### src/rtl/mem_ctrl_pkg.sv
// mem_ctrl_pkg: shared state, operation and requester encodings for the memory controller blocks
package mem_ctrl_pkg;
   typedef enum logic [1:0] {IDLE, ISSUE, WAIT, ACK} state_t;
   localparam logic OP_READ = 1'b0;
   localparam logic OP_WRITE = 1'b1;
   localparam logic REQ_A = 1'b0;
   localparam logic REQ_B = 1'b1;
endpackage

### src/rtl/rr_arbiter2.sv
// rr_arbiter2: combinational two-way round-robin grant with next-pointer computation
module rr_arbiter2
   import mem_ctrl_pkg::*;
(
   input  logic       req_a,
   input  logic       req_b,
   input  logic       ptr,
   output logic [1:0] grant,
   output logic       ptr_next
);
   assign grant[0] = req_a & (~req_b | (ptr == REQ_A));
   assign grant[1] = req_b & (~req_a | (ptr == REQ_B));
   // the loser of each grant gets priority next time
   assign ptr_next = grant[0] ? REQ_B : grant[1] ? REQ_A : ptr;
endmodule

### src/rtl/mem_access_arbiter.sv
// mem_access_arbiter: round-robin arbiter and single-transaction sequencer for the 8x8 memory
module mem_access_arbiter
   import mem_ctrl_pkg::*;
#(
   parameter int DATA_W = 8,
   parameter int ADDR_W = 3,
   parameter int READ_LAT = 1
) (
   input  logic              i_clock,
   input  logic              i_reset,
   input  logic              i_reqA,
   input  logic              i_reqB,
   input  logic              i_weA,
   input  logic              i_weB,
   input  logic [ADDR_W-1:0] i_addrA,
   input  logic [ADDR_W-1:0] i_addrB,
   input  logic [DATA_W-1:0] i_wdataA,
   input  logic [DATA_W-1:0] i_wdataB,
   output logic              o_ackA,
   output logic              o_ackB,
   output logic [DATA_W-1:0] o_rdata,
   output logic              o_busy,
   output logic              o_memSelect,
   output logic              o_memOperation,
   output logic [ADDR_W-1:0] o_memAddr,
   output logic [DATA_W-1:0] o_memWdata,
   input  logic [DATA_W-1:0] i_memRdata
);
   localparam int CNT_W = 3;
   state_t state, state_next;
   logic ptr, ptr_next, winner;
   logic [1:0] grant;
   logic [CNT_W-1:0] cnt;
   logic last_wait;
   rr_arbiter2 u_arb (
      .req_a(i_reqA),
      .req_b(i_reqB),
      .ptr(ptr),
      .grant(grant),
      .ptr_next(ptr_next)
   );
   assign last_wait = (state == WAIT) && (cnt == CNT_W'(1));
   always_comb begin
      state_next = state == IDLE  ? (|grant ? ISSUE : IDLE) :
                   state == ISSUE ? (o_memOperation == OP_WRITE ? ACK : WAIT) :
                   state == WAIT  ? (last_wait ? ACK : WAIT) : IDLE;
   end
   // the memory strobes double as the latched transaction registers
   always_ff @(posedge i_clock or posedge i_reset) begin
      if (i_reset) begin
         state <= IDLE;
         ptr <= REQ_A;
         winner <= REQ_A;
         cnt <= '0;
         o_rdata <= '0;
         o_memSelect <= 1'b0;
         o_memOperation <= OP_READ;
         o_memAddr <= '0;
         o_memWdata <= '0;
      end else begin
         state <= state_next;
         o_memSelect <= state_next == ISSUE;
         if (state == IDLE && |grant) begin
            ptr <= ptr_next;
            winner <= grant[1] ? REQ_B : REQ_A;
            o_memOperation <= grant[1] ? i_weB : i_weA;
            o_memAddr <= grant[1] ? i_addrB : i_addrA;
            o_memWdata <= grant[1] ? i_wdataB : i_wdataA;
         end
         if (state == ISSUE) cnt <= CNT_W'(READ_LAT);
         else if (state == WAIT) cnt <= cnt - CNT_W'(1);
         if (last_wait) o_rdata <= i_memRdata;
      end
   end
   assign o_busy = state != IDLE;
   assign o_ackA = (state == ACK) && (winner == REQ_A);
   assign o_ackB = (state == ACK) && (winner == REQ_B);
endmodule
### config.mk
export PLATFORM = sky130hd
export DESIGN_NAME = mem_access_arbiter
export DESIGN_NICKNAME = d
export VERILOG_FILES = /design/src/rtl/mem_ctrl_pkg.sv /design/src/rtl/rr_arbiter2.sv /design/src/rtl/mem_access_arbiter.sv
export SDC_FILE = /design/constraint.sdc
export NUM_CORES = 1
export LEC_CHECK = 0
export BUFFER_PORTS_ARGS = -buffer_cell sky130_fd_sc_hd__buf_2
export CORE_ASPECT_RATIO = 1.2
export CORE_UTILIZATION = 42
export CTS_BUF_LIST = sky130_fd_sc_hd__clkbuf_16
export CTS_CLUSTER_SIZE = 12
export DETAILED_ROUTE_END_ITERATION = 10
export PLACE_DENSITY = 0.76
export SYNTH_ARGS = -nofsm -noshare
export SYNTH_HDL_FRONTEND = slang
export SYNTH_SLANG_ARGS = --single-unit
### constraint.sdc
create_clock -name i_clock -period 1.2 [get_ports i_clock]
set_input_delay 0.24 -clock i_clock [delete_from_list [all_inputs] [get_ports i_clock]]
set_output_delay 0.24 -clock i_clock [all_outputs]
set_load 0.01 [all_outputs]
==> results of run 1 <==
## layer usage
metal / vias up / global-route usage / wire length (um)
li1: 608 / - / -
met1: 592 / 0.235 / 1440
met2: 53 / 0.377 / 1850
met3: 4 / 0.0190 / 154
met4: 0 / 0.0921 / 52
met5: - / 0 / 0
## through the flow
stage	total power [W]	setup TNS [ns]	instances	hold slack [ns]	setup WS, ns
floorplan	0.00324	-0.647	129	0.305	-0.0521
global placement	0.00387	-1.39	224	0.314	-0.104
detailed placement	0.00399	-2.80	224	0.331	-0.235
CTS	0.00529	-2.73	236	0.0538	-0.210
global route	0.00619	-4.40	238	0.0929	-0.249
finish	0.00581	-2.91	238	0.0356	-0.209
## cells in the mapped netlist
library cell | instances | share of area
nand2b_2 | 1 | 0.0065
inv_1 | 7 | 0.019
and2b_2 | 1 | 0.0065
a32o_1 | 1 | 0.0074
and2_1 | 1 | 0.0046
buf_4 | 1 | 0.0055
a21oi_1 | 14 | 0.052
o21ai_0 | 3 | 0.011
nor2b_1 | 2 | 0.0092
nor2_1 | 15 | 0.041
buf_6 | 1 | 0.0083
buf_2 | 6 | 0.022
nand3b_4 | 1 | 0.015
nand3b_1 | 2 | 0.011
o21ai_4 | 1 | 0.012
o21a_2 | 1 | 0.0065
ha_1 | 6 | 0.055
mux2_2 | 8 | 0.066
o311ai_2 | 1 | 0.012
o21ai_1 | 12 | 0.044
nand2_1 | 3 | 0.0083
dfrtp_1 | 28 | 0.52
a31oi_1 | 13 | 0.060
## power by group through the flow
stage	sequential [W]	clock (W)	combinational (W)
after floorplan	0.00185	0	0.00139
after global placement	0.00167	0	0.00219
after detailed placement	0.00169	0	0.00229
after CTS	0.00171	0.000755	0.00283
after global routing	0.00179	0.000790	0.00361
final	0.00174	0.000730	0.00334
## how the worst max path moves through the flow
stage,from,end,depth (start not counted)
final,state[0],o_ackB,4
after global routing,state[0],o_ackB,4
after CTS,state[0],o_ackB,4
after detailed placement,state[1],o_memWdata[7],5
after global placement,state[1],o_memAddr[0],5
after floorplan,state[1],o_memAddr[2],7
## kinds of logic after synthesis
family,after synthesis
compound gates,46
flops,28
simple gates,26
buf+inv,15
mux,8
fa+ha+maj,6
## sequential cells by signal (all words and copies together) (netlist names)
register	cells
o_memAddr	3
winner	1
o_memOperation	1
cnt	3
o_memSelect	1
ptr	1
o_memWdata	8
o_rdata	8
state	2
## layout make-up
class,instances,area share
Tap cell,36,0.0217
Timing Repair Buffer,75,0.222
Clock buffer,3,0.0361
Sequential cell,28,0.338
Inverter,7,0.0126
Multi-Input combinational cell,89,0.370
## tightest hold or removal path, stage by stage
cell   delay, ns
buf_2       0.09
inv_1       0.04
buf_4       0.33
## what timing repair did
item | 4_1_cts | 5_1_grt
pin swaps | 9 | 8
cloned | 3 | 0
endpoints found under the setup margin | 27 | 29
resized for setup | 19 | 28
buffers inserted | 6 | 2
==> results.yml, run 1 <==
run_status:
  status: "finished, violations left"
  violations: "negative setup slack"
sta:
  final_max_slew_viol_count: 0
  setup_viol: 27
  max_freq_ghz: 0.710
  grt_setup_unrepaired: "yes"
  fin_crit_ns: 1.41
  max_slew_margin: 0.743
  setup_ws_ns: -0.209
  hold_viol_final: 0
  period_share: 1.17
  fin_skew_ns: 0.00214
  tightest_slew_ns: 0.385
routing:
  wl_um: 3500
  antenna_left: 0
  viasPerCell: 5.28
  drt_iter0_drc: 39
  drc: 0
  vias: 1257
  avgRoutedWirePerCell_um: 14.7
  drt_first_pass_iters: 4
die:
  initial_core_util: 0.440
  die_h_um: 64.3
  die_x_um: 53.9
  ios: 60
  die-area_um2: 3460
  core-area_um2: 3080
  std_cell_rows: 22
worst_setup_path:
  crit_path_max_fanout: 2
  ff2ff_path_depth: 6
  r2r_slack_ns: -0.16
  cp-start-kind: "flop"
  r2r-end: "o_memSelect"
  r2r-start: "state[0]"
  cpMaxStageDelayCell: "dfrtp_1"
  worstPathCellList: "buf_6 > ha_4 > and2_4 > buf_6"
  critical_path.most_common_cell: "buf_6"
  crit_family: "flip-flops"
  crit_type: "flop to output port"
  path_buf_inv: 2
  required_ns: 0.96
  cp.arrival_ns: 1.17
  cp_slowest_stage_delay_ns: 0.40
  cp-end-kind: "output port"
power:
  power.internal_w: 0.00364
  clkPwrFrac: 0.126
  combPwrFrac: 0.575
  seq_power_share: 0.299
  p_leak_nw: 1.01
  switchingPower_w: 0.00217
  p_per_area_nw_per_um2: 2790
  peakVddDrop_uv: 1800
  swShare: 0.373
clock_tree:
  clk_latency_ns: 0.26
  cts_hold_buf: 0
  cts_root_buffer: "clkbuf_16"
  cts_buffers: 3
  cts_sinks: 28
  cts.clk_slew.worst_paths_ns: 0.06
  h-tree-depth: 1
  cts_tree: "built"
  cts_max_path_buffers: 2
synthesis:
  synth_compound_area_frac: 0.205
  ys_ff_latch: 28
  synth_fa_ha_area_frac: 0.0553
  syn_area_um2: 1360
  postSynthAreaPerCell_um2: 10.5
  synth_top_family_by_area: "compound AO/OA/AOI/OAI gates"
  muxShareOfSynthArea: 0.0664
  ys_seq_area_frac: 0.516
  netlist_instances: 129
  synthXorXnorAreaFrac: 0
  yosysWarningCount: 0
  yosys.area_share.simple: 0.102
  synth.distinct_cells: 23
  syn_nets: 171
layout:
  register_area_um2: 702
  fin_util: 0.674
  final_cell_mix: "56 x buf_2, 27 x dfrtp_1, 15 x o21ai_1"
  drive_above_1_share: 0.550
  stdcell_area_um2: 2080
  nNetsFinal: 246
  fill_cells: 254
  final_common_cell: "buf_2"
  syn2layout_area_growth_pct: 53.1
  multi_input_area_um2: 769
  antenna_cells: 0
global_routing:
  antenna_found_initial: 0
  grt_max_degree: 29
  grt_overflow: 0
  grt_pass1_vias: 1230
  grt_pass1_wl_um: 5260
  track_usage: 0.209
job:
  max_cap_violations: 0
placement:
  placed_area_um2: 1710
  place_congestion: 0.727
  dp_hpwl_um: 2220
  port_buffers: 59
min_path:
  hp-class: "input pin to async pin"
Note: power is estimated with default switching activity, not from simulation.
==> run 2: changes to the inputs <==
--- a/config.mk
+++ b/config.mk
@@ -12,6 +12,7 @@
 export CTS_CLUSTER_SIZE = 12
 export DETAILED_ROUTE_END_ITERATION = 10
 export PLACE_DENSITY = 0.76
+export SETUP_SLACK_MARGIN = 0.4
 export SYNTH_ARGS = -nofsm -noshare
 export SYNTH_HDL_FRONTEND = slang
 export SYNTH_SLANG_ARGS = --single-unit
==> results.yml, run 2 (synthesis gave the netlist of run 1 again) <==
layout:
  drive_above_1_share: 0.574
  layoutNonFillerInstCount: 245
  reg.largest.list: "o_memWdata: 8 flops, o_rdata: 8 flops"
  fill_cells: 217
  final_common_cell: "buf_2"
  fin_util: 0.693
  nNetsFinal: 252
  syn2layout_area_growth_pct: 57.4
  final_cell_mix: "57 x buf_2, 27 x dfrtp_1, 15 x o21ai_1, 15 x buf_4, 13 x nor2_1"
  antenna_cells: 0
worst_setup_path:
  cp-end-kind: "output port"
  critical_path.most_common_cell: "buf_6"
  cp_slowest_stage_delay_ns: 0.40
  required_ns: 0.96
  worstPathCellList: "buf_6 > ha_4 > and2_4 > buf_6"
  crit_type: "flop to output port"
  cp.arrival_ns: 1.19
  cp-start-kind: "flop"
  r2r-end: "o_memSelect"
  ff2ff_path_depth: 6
  cpMaxStageDelayCell: "dfrtp_1"
  r2r_slack_ns: -0.16
  crit_path_max_fanout: 2
  r2r-start: "state[1]"
placement:
  placedCellCount: 223
  place_congestion: 0.780
  dp_hpwl_um: 2310
  port_buffers: 59
routing:
  drt_first_pass_iters: 6
  drt_iter0_drc: 52
  viasPerCell: 5.43
  antenna_left: 0
  avgRoutedWirePerCell_um: 16.0
  vias: 1331
  wl_um: 3920
  drc: 0
sta:
  tightest_slew_ns: 0.604
  max_freq_ghz: 0.701
  max_slew_margin: 0.597
  setup_ws_ns: -0.227
  setup_viol: 29
  period_share: 1.19
  fin_crit_ns: 1.43
  holdWs_ns: 0.0404
  hold_viol_final: 0
  fin_tns_setup_ns: -2.94
  fin_skew_ns: 0.00683
  final_max_slew_viol_count: 0
  grt_setup_unrepaired: "yes"
job:
  max_cap_violations: 0
global_routing:
  grt_max_degree: 29
  antenna_found_initial: 0
  grt_pass1_vias: 1309
  track_usage: 0.242
  grt_overflow: 0
  grt_pass1_wl_um: 6020
clock_tree:
  cts_sinks: 28
  h-tree-depth: 1
  cts_root_buffer: "clkbuf_16"
  cts_buffers: 3
  cts_hold_buf: 0
  cts_max_path_buffers: 2
  clk_latency_ns: 0.26
  cts.clk_slew.worst_paths_ns: 0.07
  cts_tree: "built"
power:
  p_per_area_nw_per_um2: 2890
  peakVddDrop_uv: 1900
  p_leak_nw: 1.02
die:
  core-area_um2: 3080
  die_h_um: 64.3
  die-area_um2: 3460
  die_x_um: 53.9
  ios: 60
  initial_core_util: 0.440
  std_cell_rows: 22
run_status:
  status: "finished, violations left"
  violations: "negative setup slack"
min_path:
  hp-class: "input pin to async pin"
run 2: worst max-delay path by stage:
stage	start	end	slack [ns]	depth (start not counted)
6_report	state[0]	o_ackB	-0.23	4
5_1_grt	state[0]	o_ackB	-0.25	4
4_1_cts	state[0]	o_ackB	-0.23	4
3_5_place_dp	state[0]	o_memSelect	-0.17	5
3_3_place_gp	state[0]	o_memSelect	-0.05	5
2_1_floorplan	state[0]	o_rdata[0]	-0.03	4
run 2: what timing repair did:
action                     4_1_cts  5_1_grt
setup endpoints to repair       52       52
setup buffers                    8        7
pin swaps                        5        7
hold endpoints to repair         0        0
gates cloned                     3        0
resized for setup               29       12
run 2: critical path: cells and delay by family (launching register included):
kind | cells | cell delay [ns]
DFF | 1 | 0.40
buffers and inverters | 2 | 0.24
adders and majority gates | 1 | 0.14
and+or+nand+nor | 1 | 0.14
run 2: final cells by class:
| cell class | instances | area (um^2) | area share |
|---|---|---|---|
| timing repair buffer | 81 | 503 | 0.235 |
| sequential | 28 | 702 | 0.328 |
| multi-input combinational | 89 | 778 | 0.364 |
| tap | 36 | 45.0 | 0.0211 |
| clock buffer | 3 | 75.1 | 0.0351 |
| inverter | 7 | 30.0 | 0.0141 |
| clock inverter | 1 | 3.75 | 0.00176 |
run 2: power by group:
group	internal (W)	switching, W
Combinational	0.00195	0.00171
Clock	0.000447	0.000322
Sequential	0.00143	0.000303
run 2: through the flow:
stage | power, W | worst slack, ns | cell area, um^2
global route | 0.00653 | -0.254 | 2140
finish | 0.00617 | -0.227 | 2140
detailed placement | 0.00413 | -0.174 | 1730
global placement | 0.00398 | -0.0512 | 1730
floorplan | 0.00332 | -0.0305 | 1400
CTS | 0.00562 | -0.230 | 2020
run 2: layer usage:
metal	part of all wire	vias to the layer above	track usage
met2	0.52	57	0.407
met4	0.018	0	0.0855
li1	-	623	-
met1	0.41	642	0.303
met3	0.054	9	0.0357
met5	0	-	0
